==> src/rtl/bp_pkg.sv <==
// Shared constants and types for the fetch-stage branch predictor:
// MIPS opcode/function codes and the EX-to-IF resolution bundle.
package bp_pkg;

    localparam logic [5:0] OP_RTYPE = 6'b000000;
    localparam logic [5:0] OP_J     = 6'b000010;
    localparam logic [5:0] OP_JAL   = 6'b000011;
    localparam logic [5:0] OP_BEQ   = 6'b000100;
    localparam logic [5:0] OP_BNE   = 6'b000101;
    localparam logic [5:0] FUNC_JR  = 6'b001000;

    // Widest pattern table the resolution bundle can address.
    localparam int MAX_INDEX_BITS = 16;

    typedef struct packed {
        logic [MAX_INDEX_BITS-1:0] index;
        logic                      taken;
        logic                      pred_taken;
    } bp_resolve_t;

    function automatic logic is_cond_branch(input logic [5:0] opcode);
        return (opcode == OP_BEQ) || (opcode == OP_BNE);
    endfunction

    function automatic logic is_direct_jump(input logic [5:0] opcode);
        return (opcode == OP_J) || (opcode == OP_JAL);
    endfunction

endpackage

==> src/rtl/sat_counter_table.sv <==
// Array of saturating counters: one combinational read port and one
// clocked read-modify-write port that counts up on taken, down otherwise.
module sat_counter_table #(
    parameter int INDEX_BITS = 6,
    parameter int CTR_BITS   = 2,
    parameter int INIT_CTR   = 1
) (
    input  logic                  clk,
    input  logic                  rst_n,
    input  logic [INDEX_BITS-1:0] rd_index,
    output logic [CTR_BITS-1:0]   rd_ctr,
    input  logic                  wr_en,
    input  logic [INDEX_BITS-1:0] wr_index,
    input  logic                  wr_taken
);

    localparam int                 DEPTH    = 1 << INDEX_BITS;
    localparam logic [CTR_BITS-1:0] CTR_MAX  = '1;
    localparam logic [CTR_BITS-1:0] CTR_INIT = CTR_BITS'(INIT_CTR);

    logic [CTR_BITS-1:0] ctr [DEPTH];
    logic [CTR_BITS-1:0] wr_old;

    // No bypass: a same-cycle write to rd_index is visible only after the edge.
    assign rd_ctr = ctr[rd_index];
    assign wr_old = ctr[wr_index];

    // NOTE: the table is reset as a whole because every entry must start at
    // INIT_CTR; this keeps it in flops rather than a RAM macro.
    always_ff @(posedge clk or negedge rst_n) begin
        if (!rst_n) begin
            for (int i = 0; i < DEPTH; i++) begin
                ctr[i] <= CTR_INIT;
            end
        end else if (wr_en) begin
            if (wr_taken) begin
                if (wr_old != CTR_MAX) ctr[wr_index] <= wr_old + CTR_BITS'(1);
            end else begin
                if (wr_old != '0) ctr[wr_index] <= wr_old - CTR_BITS'(1);
            end
        end
    end

endmodule

==> src/rtl/sign_extension.sv <==
// Sign-extends a 16-bit immediate to 32 bits.
module sign_extension (
    input  logic [15:0] imm,
    output logic [31:0] imm_ext
);

    assign imm_ext = {{16{imm[15]}}, imm};

endmodule

==> src/rtl/branch_predictor.sv <==
// Fetch-stage PC decoder with a bimodal/gshare conditional-branch predictor,
// trained non-speculatively from EX, plus branch/mispredict statistics.
module branch_predictor
    import bp_pkg::*;
#(
    parameter int INDEX_BITS = 6,
    parameter int CTR_BITS   = 2,
    parameter int HIST_BITS  = 6,
    parameter int GSHARE     = 0,
    parameter int INIT_CTR   = 1
) (
    input  logic                  clk,
    input  logic                  rst_n,
    input  logic [31:0]           pc,
    input  logic [31:0]           instr,
    output logic [31:0]           pc_plus_4,
    output logic [31:0]           pc_next,
    output logic                  is_branch,
    output logic                  is_jump,
    output logic                  is_jump_reg,
    output logic                  pred_taken,
    output logic [INDEX_BITS-1:0] pred_index,
    input  logic                  upd_en,
    input  logic [INDEX_BITS-1:0] upd_index,
    input  logic                  upd_taken,
    input  logic                  upd_pred_taken,
    output logic [31:0]           branch_cnt,
    output logic [31:0]           mispredict_cnt
);

    if (HIST_BITS > INDEX_BITS) begin : g_bad_hist
        $error("branch_predictor: HIST_BITS (%0d) must not exceed INDEX_BITS (%0d)",
               HIST_BITS, INDEX_BITS);
    end
    if (INDEX_BITS > MAX_INDEX_BITS) begin : g_bad_index
        $error("branch_predictor: INDEX_BITS (%0d) exceeds MAX_INDEX_BITS", INDEX_BITS);
    end
    if (CTR_BITS < 1 || HIST_BITS < 1) begin : g_bad_width
        $error("branch_predictor: CTR_BITS and HIST_BITS must be at least 1");
    end

    logic [5:0]           opcode;
    logic [5:0]           funct;
    logic [31:0]          imm_ext;
    logic [31:0]          pc_jump;
    logic [31:0]          pc_branch;
    logic [HIST_BITS-1:0] ghr;
    logic [CTR_BITS-1:0]  rd_ctr;
    bp_resolve_t          res;
    logic                 wr_en;

    assign opcode = instr[31:26];
    assign funct  = instr[5:0];

    sign_extension u_sign_ext (
        .imm     (instr[15:0]),
        .imm_ext (imm_ext)
    );

    assign pc_plus_4 = pc + 32'd4;
    assign pc_jump   = {pc_plus_4[31:28], instr[25:0], 2'b00};
    assign pc_branch = pc_plus_4 + (imm_ext << 2);

    // History only folds into the index in gshare mode; it is kept either way.
    assign pred_index = pc[INDEX_BITS+1:2]
                      ^ ((GSHARE != 0) ? INDEX_BITS'(ghr) : '0);

    // NOTE: every output of this block gets a default first so no latch is inferred.
    always_comb begin
        is_branch   = 1'b0;
        is_jump     = 1'b0;
        is_jump_reg = 1'b0;
        pred_taken  = 1'b0;
        pc_next     = pc_plus_4;
        if (is_cond_branch(opcode)) begin
            is_branch  = 1'b1;
            pred_taken = rd_ctr[CTR_BITS-1];
            if (rd_ctr[CTR_BITS-1]) pc_next = pc_branch;
        end else if (is_direct_jump(opcode)) begin
            is_jump = 1'b1;
            pc_next = pc_jump;
        end else if (opcode == OP_RTYPE && funct == FUNC_JR) begin
            is_jump_reg = 1'b1;
        end
    end

    assign res = '{index:      MAX_INDEX_BITS'(upd_index),
                   taken:      upd_taken,
                   pred_taken: upd_pred_taken};

    // An index outside this table's range is never written.
    assign wr_en = upd_en && ((res.index >> INDEX_BITS) == '0);

    sat_counter_table #(
        .INDEX_BITS (INDEX_BITS),
        .CTR_BITS   (CTR_BITS),
        .INIT_CTR   (INIT_CTR)
    ) u_table (
        .clk      (clk),
        .rst_n    (rst_n),
        .rd_index (pred_index),
        .rd_ctr   (rd_ctr),
        .wr_en    (wr_en),
        .wr_index (res.index[INDEX_BITS-1:0]),
        .wr_taken (res.taken)
    );

    // NOTE: clocked state uses non-blocking assignments so every register
    // samples pre-edge values regardless of statement order.
    always_ff @(posedge clk or negedge rst_n) begin
        if (!rst_n) begin
            ghr            <= '0;
            branch_cnt     <= '0;
            mispredict_cnt <= '0;
        end else if (upd_en) begin
            ghr            <= HIST_BITS'({ghr, res.taken});
            branch_cnt     <= branch_cnt + 32'd1;
            mispredict_cnt <= mispredict_cnt + 32'(res.taken != res.pred_taken);
        end
    end

endmodule

==> config.mk <==
export PLATFORM = sky130hd
export DESIGN_NAME = branch_predictor
export DESIGN_NICKNAME = d
export VERILOG_FILES = /design/src/rtl/bp_pkg.sv /design/src/rtl/sat_counter_table.sv /design/src/rtl/sign_extension.sv /design/src/rtl/branch_predictor.sv
export SDC_FILE = /design/constraint.sdc
export NUM_CORES = 1
export LEC_CHECK = 0
export ABC_AREA = 1
export ABC_CLOCK_PERIOD_IN_PS = 5150
export CORE_MARGIN = 5
export CORE_UTILIZATION = 44
export CTS_BUF_LIST = sky130_fd_sc_hd__clkbuf_4 sky130_fd_sc_hd__clkbuf_8 sky130_fd_sc_hd__clkbuf_16
export DETAILED_ROUTE_END_ITERATION = 12
export PLACE_DENSITY_LB_ADDON = 0.15
export SYNTH_ARGS = -nofsm -noshare
export SYNTH_HDL_FRONTEND = slang
export SYNTH_SLANG_ARGS = --single-unit
==> constraint.sdc <==
create_clock -name clk -period 5.15 [get_ports clk]
set_input_delay 1.03 -clock clk [delete_from_list [all_inputs] [get_ports clk]]
set_output_delay 1.03 -clock clk [all_outputs]
set_load 0.03 [all_outputs]
[Word level (Yosys, flattened, before mapping)]
Index checks and enable logic that the tools add are counted.
Storage, ports and cells
  latch bits: 0
  register bits after elaboration: 192
  memories: 0
  bits in writable memories: 0
  ROM bits: 0
Operators by class
  multiply operators: 0
  divide/modulo/power cells: 0
  add/subtract/negate cells: 6
  shift operators: 0
  muxes and demuxes: 23
  magnitude comparators: 3
  eq/ne operators: 8
  bitwise operators: 2
  reduce and logical (&&, ||, !) cells: 8
Operators by type and width (number)
  $mux W128: 3
  $bwmux W128: 2
  $mux W32: 2
  $add A32 B1 Y32: 1
  $add A32 B1 Y32 const B: 1
  $add A32 B3 Y32 const B: 1
  $add A32 B32 Y32: 1
  $mux W28: 1
  $bmux W2 S6: 2
  $ge A7 B7 Y1 const B: 2
  $not A6 Y7: 2
  $demux W2 S6: 1
  $eq A6 B2 Y1 const B: 2
  $eq A6 B3 Y1 const B: 2
  $mux W2: 5
  $lt A7 B1 Y1 const B: 1
  $mux W1: 7
  $eq A6 B4 Y1 const B: 1
  $logic_not A6 Y1: 1
  $reduce_bool A2 Y1: 2
  $reduce_and A3 Y1: 1
  $add A2 B1 Y2 const B: 1
  $logic_and A1 B1 Y1: 2
  $logic_or A1 B1 Y1: 2
  4 further kinds: 4

[Logic depth before layout (Yosys ltp)]
Gate-level depths: netlist (run 1).
  depth in word-level cells: 8
  gate-level depth with buffers: 25
  depth with buffers taken out: 25

[By module]
A second synthesis (run 1) with hierarchy kept.
Unflattened totals
  cell total of the unflattened synthesis: 2396
  area, all modules: 15177.1 um^2
Modules (own cells, without submodules)
  sat_counter_table: area an instance 8120.3 um^2, seq. area each 3283.1 um^2, times used 1, cells each 1273
  branch_predictor: area an instance 6816.5 um^2, seq. area each 1601.5 um^2, times used 1, cells each 1091
  sign_extension: area an instance 240.2 um^2, seq. area each 0.0 um^2, times used 1, cells each 32

[Worst setup path before layout (run 1)]
Ideal clock, no wire load.
  kind: input -> output
  start point: in pc[2]
  end point: out pc_next[31]
  path buffers: 0
  path slack: 0.167 ns
  stages: 18
  required time: 4.120 ns
  arrival time: 3.953 ns
  cell sequence: ha_1 nand3_1 nor2_1 nand2_1 nor2_1 nand2_1 xnor2_1 ha_1 nand2_1 nand2_1 o21bai_1 a21oi_1 nand3_1 inv_1 nand2_1 nand2_1 nand2_1 o21ai_0
On the way
  elaborated cells on any way between the ends: 8
  those cells by class: add/sub (2); mux (5); bitwise (1)
RTL lines
  start, declared: RTL line branch_predictor.sv:14  | input logic [31:0] pc,
  $add A32 B3 Y32: RTL line branch_predictor.sv:60  | assign pc_plus_4 = pc + 32'd4;
  via pc_plus_4[26]: RTL line branch_predictor.sv:16  | output logic [31:0] pc_plus_4,
  $add A32 B32 Y32: RTL line branch_predictor.sv:62  | assign pc_branch = pc_plus_4 + (imm_ext << 2);
  $mux W32: RTL line branch_predictor.sv:78  | if (rd_ctr[CTR_BITS-1]) pc_next = pc_branch;
  $mux W32: RTL line branch_predictor.sv:75  | if (is_cond_branch(opcode)) begin
  end, declared: RTL line branch_predictor.sv:17  | output logic [31:0] pc_next,
The timed path passes the listed nets, and every way through them passes these cells. The select of a mux whose other input is x is not followed.

[Worst setup path after layout (run 1)]
  start point: in pc[15]
  end point: out pc_next[24]
On the way
  longest elaborated chain between the ends: 4
  elaborated cells on any way between the ends: 5
  those cells by class: add/sub (2); mux (3)
RTL lines (RTL line)
  $add A32 B3 Y32 *: branch_predictor.sv:60
  $add A32 B32 Y32: branch_predictor.sv:62
  $mux W32: branch_predictor.sv:78
  $mux W32 *: branch_predictor.sv:75
Every way passes the cells marked *; elsewhere a longest branch is shown, timed or not.

==> results of run 1 <==
## worst max-delay path: cells and delay by family
family | cells | cell delay (ns)
buffers and inverters | 5 | 0.82
and+or+nand+nor | 17 | 1.76
adders and majority gates | 1 | 0.29
## layout by cell type (no fill, tap or decap), types with 3 or more instances in the layout
master,n
o21ai_1,6
nand2_1,804
nor2_4,10
inv_2,19
buf_12,5
xor2_1,50
a22oi_1,22
inv_8,4
a21oi_2,7
dfrtp_1,128
ha_1,26
xnor2_1,33
xor2_2,3
inv_6,6
nor2_1,146
nand3_1,211
dlymetal6s2s_1,9
o21ai_0,93
nand4_1,56
nand2_2,18
a21oi_1,25
inv_1,296
o21bai_1,3
xnor2_2,5
nand3_2,9
nor2_2,30
dfstp_2,64
buf_4,247
nor4_1,7
ha_4,14
clkbuf_2,6
clkbuf_16,17
dlygate4sd2_1,6
or2_2,5
nor3_2,9
buf_6,3
diode_2,3
clkdlybuf4s50_1,141
nand3b_1,8
nor3_1,29
## logic make-up (layout without fill, tap and decap cells)
kind of cell | Yosys count | after routing | synth area share
flops | 192 | 192 | 0.342
compound gates | 163 | 163 | 0.0625
simple gates | 1349 | 1349 | 0.395
buf+inv | 375 | 769 | 0.106
xor+xnor | 92 | 92 | 0.0564
fa+ha+maj | 42 | 42 | 0.0373
other cells | 0 | 3 | 0
## where the power goes
| part | total [mW] | internal (mW) | leakage, nW | switching (mW) |
|---|---|---|---|---|
| clock | 1.39 | 0.704 | 0.296 | 0.686 |
| sequential | 1.94 | 1.76 | 2.37 | 0.178 |
| combinational | 1.64 | 0.633 | 6.82 | 1.00 |
| total | 4.97 | 3.10 | 9.49 | 1.87 |
## through the flow
stage	hold slack (ns)	setup TNS [ns]	util	power (mW)	worst slack, ns
finish	0.469	0	0.598	4.97	0.201
global route	0.481	-0.0303	0.598	5.24	-0.0206
CTS	0.470	-0.0108	0.590	4.94	-0.00939
detailed placement	0.457	-9.10	0.562	3.52	-0.565
global placement	0.454	-7.59	0.562	3.50	-0.497
floorplan	0.446	0	-	2.79	0.167
## what timing repair did
| item | 4_1_cts | 5_1_grt |
|---|---|---|
| pin swaps | 9 | 21 |
| buffers inserted | 4 | 2 |
| gates resized for setup | 82 | 82 |
| endpoints found under the setup margin | 30 | 23 |
## final timing paths
kind	endpoint	slack, ns	from
worst max-delay path	pc_next[24]	0.20	pc[15]
worst min-delay path	flop	0.47	flop
worst max register to register	u_table.ctr[65]	1.98	flop
worst min register to register	flop	0.47	flop
max in group asynchronous	mispredict_cnt[11]	3.32	rst_n
min in group asynchronous	branch_cnt[31]	0.69	rst_n
## layout make-up
class / count / area [um^2]
Inverter: 317 / 1190
Multi-Input combinational cell: 1646 / 8440
Tap cell: 442 / 553
Fill cell: 3034 / 13000
Antenna cell: 3 / 7.51
Clock inverter: 15 / 184
Sequential cell: 192 / 4880
Clock buffer: 17 / 425
Timing Repair Buffer: 420 / 3620
## metal layers
| layer | wire length [um] | vias to the layer above |
|---|---|---|
| li1 | - | 7760 |
| met1 | 23600 | 7504 |
| met2 | 23900 | 637 |
| met3 | 4520 | 109 |
| met4 | 1540 | 0 |
| met5 | 0 | - |
==> results.yml, run 1 <==
worst_setup_path:
  slowest_delay_ns: 0.30
  worstPathMaxFanout: 3
  worst-endpoint-arrival_ns: 3.92
  crit_top_cell: "nand2_1"
  path_class: "input port to primary output"
  cp-start-kind: "input port"
  crit_chain: "dlygate4sd2_1 -> nand2_1 -> nor2_2 -> buf_4 -> nand4_1 -> nor2_2 -> or2_2 -> nand2_1 -> inv_4 -> ha_4 -> nand2_1 -> buf_4 -> nor2_2 -> nand2_1 -> nor2_1 -> nand2_1 -> nand3_1 -> nand2_1 -> nand2_1 -> nand3_2 -> nand3_1 -> nand2_1 -> buf_4"
  cp_slowest_cell: "dlygate4sd2_1"
  required_ns: 4.12
  r2r_cells: 22
  end_kind: "primary output"
job:
  drv_cap: 0
logic_synthesis:
  netlist_top_cells_count: "821 x nand2_1, 305 x inv_1, 217 x nand3_1"
  synth_area_leaders: "dfrtp_1 22%, nand2_1 22%, dfstp_2 12%"
  syn-instance-count: 2213
  yosys_most_used_dff: "dfrtp_1"
  async_flop_share: 1.00
  synth_warnings: 0
  synth-edff-count: 0
  yosysSeqAreaShare: 0.342
  synth_cell_types: 38
  synth.most_common_cell: "nand2_1"
  synth_top_area_frac: 0.224
  ys_seq_elements: 192
  syn_avg_cell_area_um2: 6.46
  syn-num-nets: 2330
  synthesis.area_um2: 14300
  yosysTopAreaCell: "dfrtp_1"
pwr:
  p_leak_nw: 9.49
  peakVddDrop_uv: 302
  power_density_nw_per_um2: 257
sta:
  drv_slew: 0
  skew_ns: 0.0208
  worst_pin_slew_ns: 0.939
  hold_violations: 0
  finalCritPeriodShare: 0.961
  fmax_ghz: 0.202
  setup_viol: 0
  max-slew-margin-rel: 0.374
  min_period_ns: 4.95
clocking:
  clk_pin_slew_ns: 0.08
  clk_latency_ns: 0.47
  cts_tree: "yes"
  numCtsBuffers: 17
  cts.htree.levels: 4
  clockRootBuffer: "clkbuf_16"
  cts.sinks: 192
  ctsHoldBuffers: 0
  cts_buffer_depth: 2
grt:
  antenna_found_initial: 2
  grt_usage: 0.293
  grt_busiest_layer: "met2"
  grt_max_degree: 118
  grt_use_met1: 0.408
  use_met2: 0.461
  overflow: 0
  grt_util_met3: 0.0646
  grt_pass1_vias: 15500
  grt_pass1_wl_mm: 84.7
cells_and_area:
  areaGrowthSynthToFinish_pct: 35.2
  drive_gt1_frac: 0.190
  final_nets: 2711
  fin_area_um2: 19300
  finalNonFillerCells: 3052
placed_design:
  dp.cells: 3011
  io_buffers: 212
  place_area_um2: 18100
  place_hpwl_mm: 39.8
  gp_congestion: 0.962
floorplan:
  rows: 66
  die_area_um2: 36200
  die_w_um: 190
  core_area_um2: 32300
  pin_count: 213
  initial_core_util: 0.442
  dieHeight_um: 190
detailed_routing:
  drc: 0
  vias_per_cell: 5.25
  first_iter_violations: 1444
  first_pass_iters: 6
  routed-via-count: 16000
  wirelength_mm: 53.5
  post_drt_wl_per_cell_um: 17.5
  ant_nets: 0
worst_hold_path:
  hold_path_class: "flop to flop"
  min_path_cells: 2
run_status:
  status: "completed"
Note: power is estimated with default switching activity, not from simulation.
==> run 2, diff against run 1 <==
- ABC_CLOCK_PERIOD_IN_PS: 5150 -> 4650
- clock period: 5.15 -> 4.65 ns (I/O delays scaled with it)
==> results.yml, run 2 (synthesis gave the netlist of run 1 again) <==
pwr:
  power_density_nw_per_um2: 274
  p_total_mw: 5.72
  peakVddDrop_uv: 373
  p_leak_nw: 10.0
placed_design:
  place_hpwl_mm: 41.9
  gp_congestion: 0.979
  dp.cells: 3052
  io_buffers: 212
clocking:
  numCtsBuffers: 17
  clockRootBuffer: "clkbuf_16"
  cts.sinks: 192
  clk_latency_ns: 0.46
  cts_buffer_depth: 2
  cts.htree.levels: 4
  clk_pin_slew_ns: 0.06
  ctsHoldBuffers: 0
  cts_tree: "yes"
worst_setup_path:
  crit_chain: "buf_6 -> buf_6 -> nand2_8 -> buf_12 -> nor2_4 -> buf_4 -> nand3_4 -> buf_4 -> xor2_4 -> inv_2 -> ha_4 -> nand2_2 -> inv_1 -> a21oi_2 -> nor2_2 -> nor2_2 -> nand3b_1 -> nand2_1 -> nand3_2 -> nand3_1 -> nand2_1 -> buf_4"
  path_class: "input port to primary output"
  crit_top_cell: "buf_4"
  r2r_cells: 21
  worst-endpoint-arrival_ns: 3.68
  cp_slowest_cell: "ha_4"
  cp-start-kind: "input port"
  required_ns: 3.72
  end_kind: "primary output"
  worstPathMaxFanout: 4
  slowest_delay_ns: 0.27
grt:
  grt_usage: 0.310
  grt_pass1_wl_mm: 89.1
  antenna_found_initial: 2
  grt_pass1_vias: 16400
  overflow: 0
  grt_max_degree: 108
sta:
  min_period_ns: 4.61
  max-slew-margin-rel: 0.422
  finalCritPeriodShare: 0.992
  rsz0062_at_grt: "yes"
  worst_pin_slew_ns: 0.867
  fmax_ghz: 0.217
  hold_ws_ns: 0.468
  setup_viol: 0
  skew_ns: 0.0187
  hold_violations: 0
  drv_slew: 0
cells_and_area:
  layout_commonest_cell: "nand2_1"
  utilization: 0.647
  layout_common_cells: "742 x nand2_1, 301 x buf_4, 273 x inv_1, 195 x nand3_1, 133 x clkdlybuf4s50_1"
  finalNonFillerCells: 3124
  areaGrowthSynthToFinish_pct: 46.3
  drive_gt1_frac: 0.273
  final_nets: 2784
run_status:
  status: "completed"
job:
  drv_cap: 0
floorplan:
  core_area_um2: 32300
  rows: 66
  initial_core_util: 0.442
  die_area_um2: 36200
  dieHeight_um: 190
  pin_count: 213
  die_w_um: 190
detailed_routing:
  first_pass_iters: 6
  first_iter_violations: 1578
  vias_per_cell: 5.31
  ant_nets: 0
  post_drt_wl_per_cell_um: 18.3
  wirelength_mm: 57.0
  routed-via-count: 16600
  drc: 0
worst_hold_path:
  hold_path_class: "flop to flop"
  min_path_cells: 2
==> run 2: path summary, 6_finish.rpt <==
check | start | endpoint | slack [ns]
max in group asynchronous | rst_n | async pin | 3.09
worst min register to register | flop | flop | 0.47
worst min-delay path | flop | flop | 0.47
worst max-delay path | pc[7] | pc_next[18] | 0.04
min in group asynchronous | rst_n | branch_cnt[31] | 0.56
worst max register to register | u_table.ctr[73] | u_table.ctr[51] | 1.60
==> run 2: timing repair <==
| action | in CTS | in global routing |
|---|---|---|
| cloned | 0 | 0 |
| endpoints found under the setup margin | 31 | 23 |
| gates resized for setup | 224 | 201 |
| pin swaps | 57 | 110 |
| buffers inserted | 17 | 23 |
==> run 2: final cells by class <==
| class | count | area [um^2] |
|---|---|---|
| Multi-Input combinational cell | 1646 | 9300 |
| Fill cell | 2889 | 11400 |
| Sequential cell | 192 | 4880 |
| Clock buffer | 21 | 485 |
| Timing Repair Buffer | 493 | 4320 |
| Antenna cell | 2 | 5.00 |
| Inverter | 317 | 1210 |
| Clock inverter | 11 | 143 |
| Tap cell | 442 | 553 |
==> run 2: stage by stage <==
step	setup TNS [ns]	instance area, um^2	setup slack [ns]
finish	0	20900	0.0374
global route	-1.02	20900	-0.122
CTS	0	20000	0.00306
detailed placement	-16.86	18500	-0.907
global placement	-15.97	18500	-0.884
floorplan	0	14300	0.0178
==> run 2: power breakdown <==
group	total [mW]	internal [mW]	switching [mW]
Clock	1.58	0.875	0.701
Sequential	2.16	1.96	0.206
Combinational	1.98	0.790	1.19
==> run 2: critical path, delay by kind of cell <==
| family | cells | cell delay (ns) |
|---|---|---|
| AOI/OAI and AO/OA | 1 | 0.20 |
| xor gates and xnor gates | 1 | 0.19 |
| adders and majority gates | 1 | 0.27 |
| buffers and inverters | 8 | 0.97 |
| and+or+nand+nor | 11 | 1.13 |
==> run 2: metal layers <==
metal,vias to the layer above,part of all wire,global-route usage,wire length (um)
met5,-,0,0,0
met4,0,0.034,0.0981,1950
met3,152,0.088,0.0578,5030
li1,7871,-,-,-
met1,7784,0.43,0.432,24500
met2,794,0.45,0.490,25600
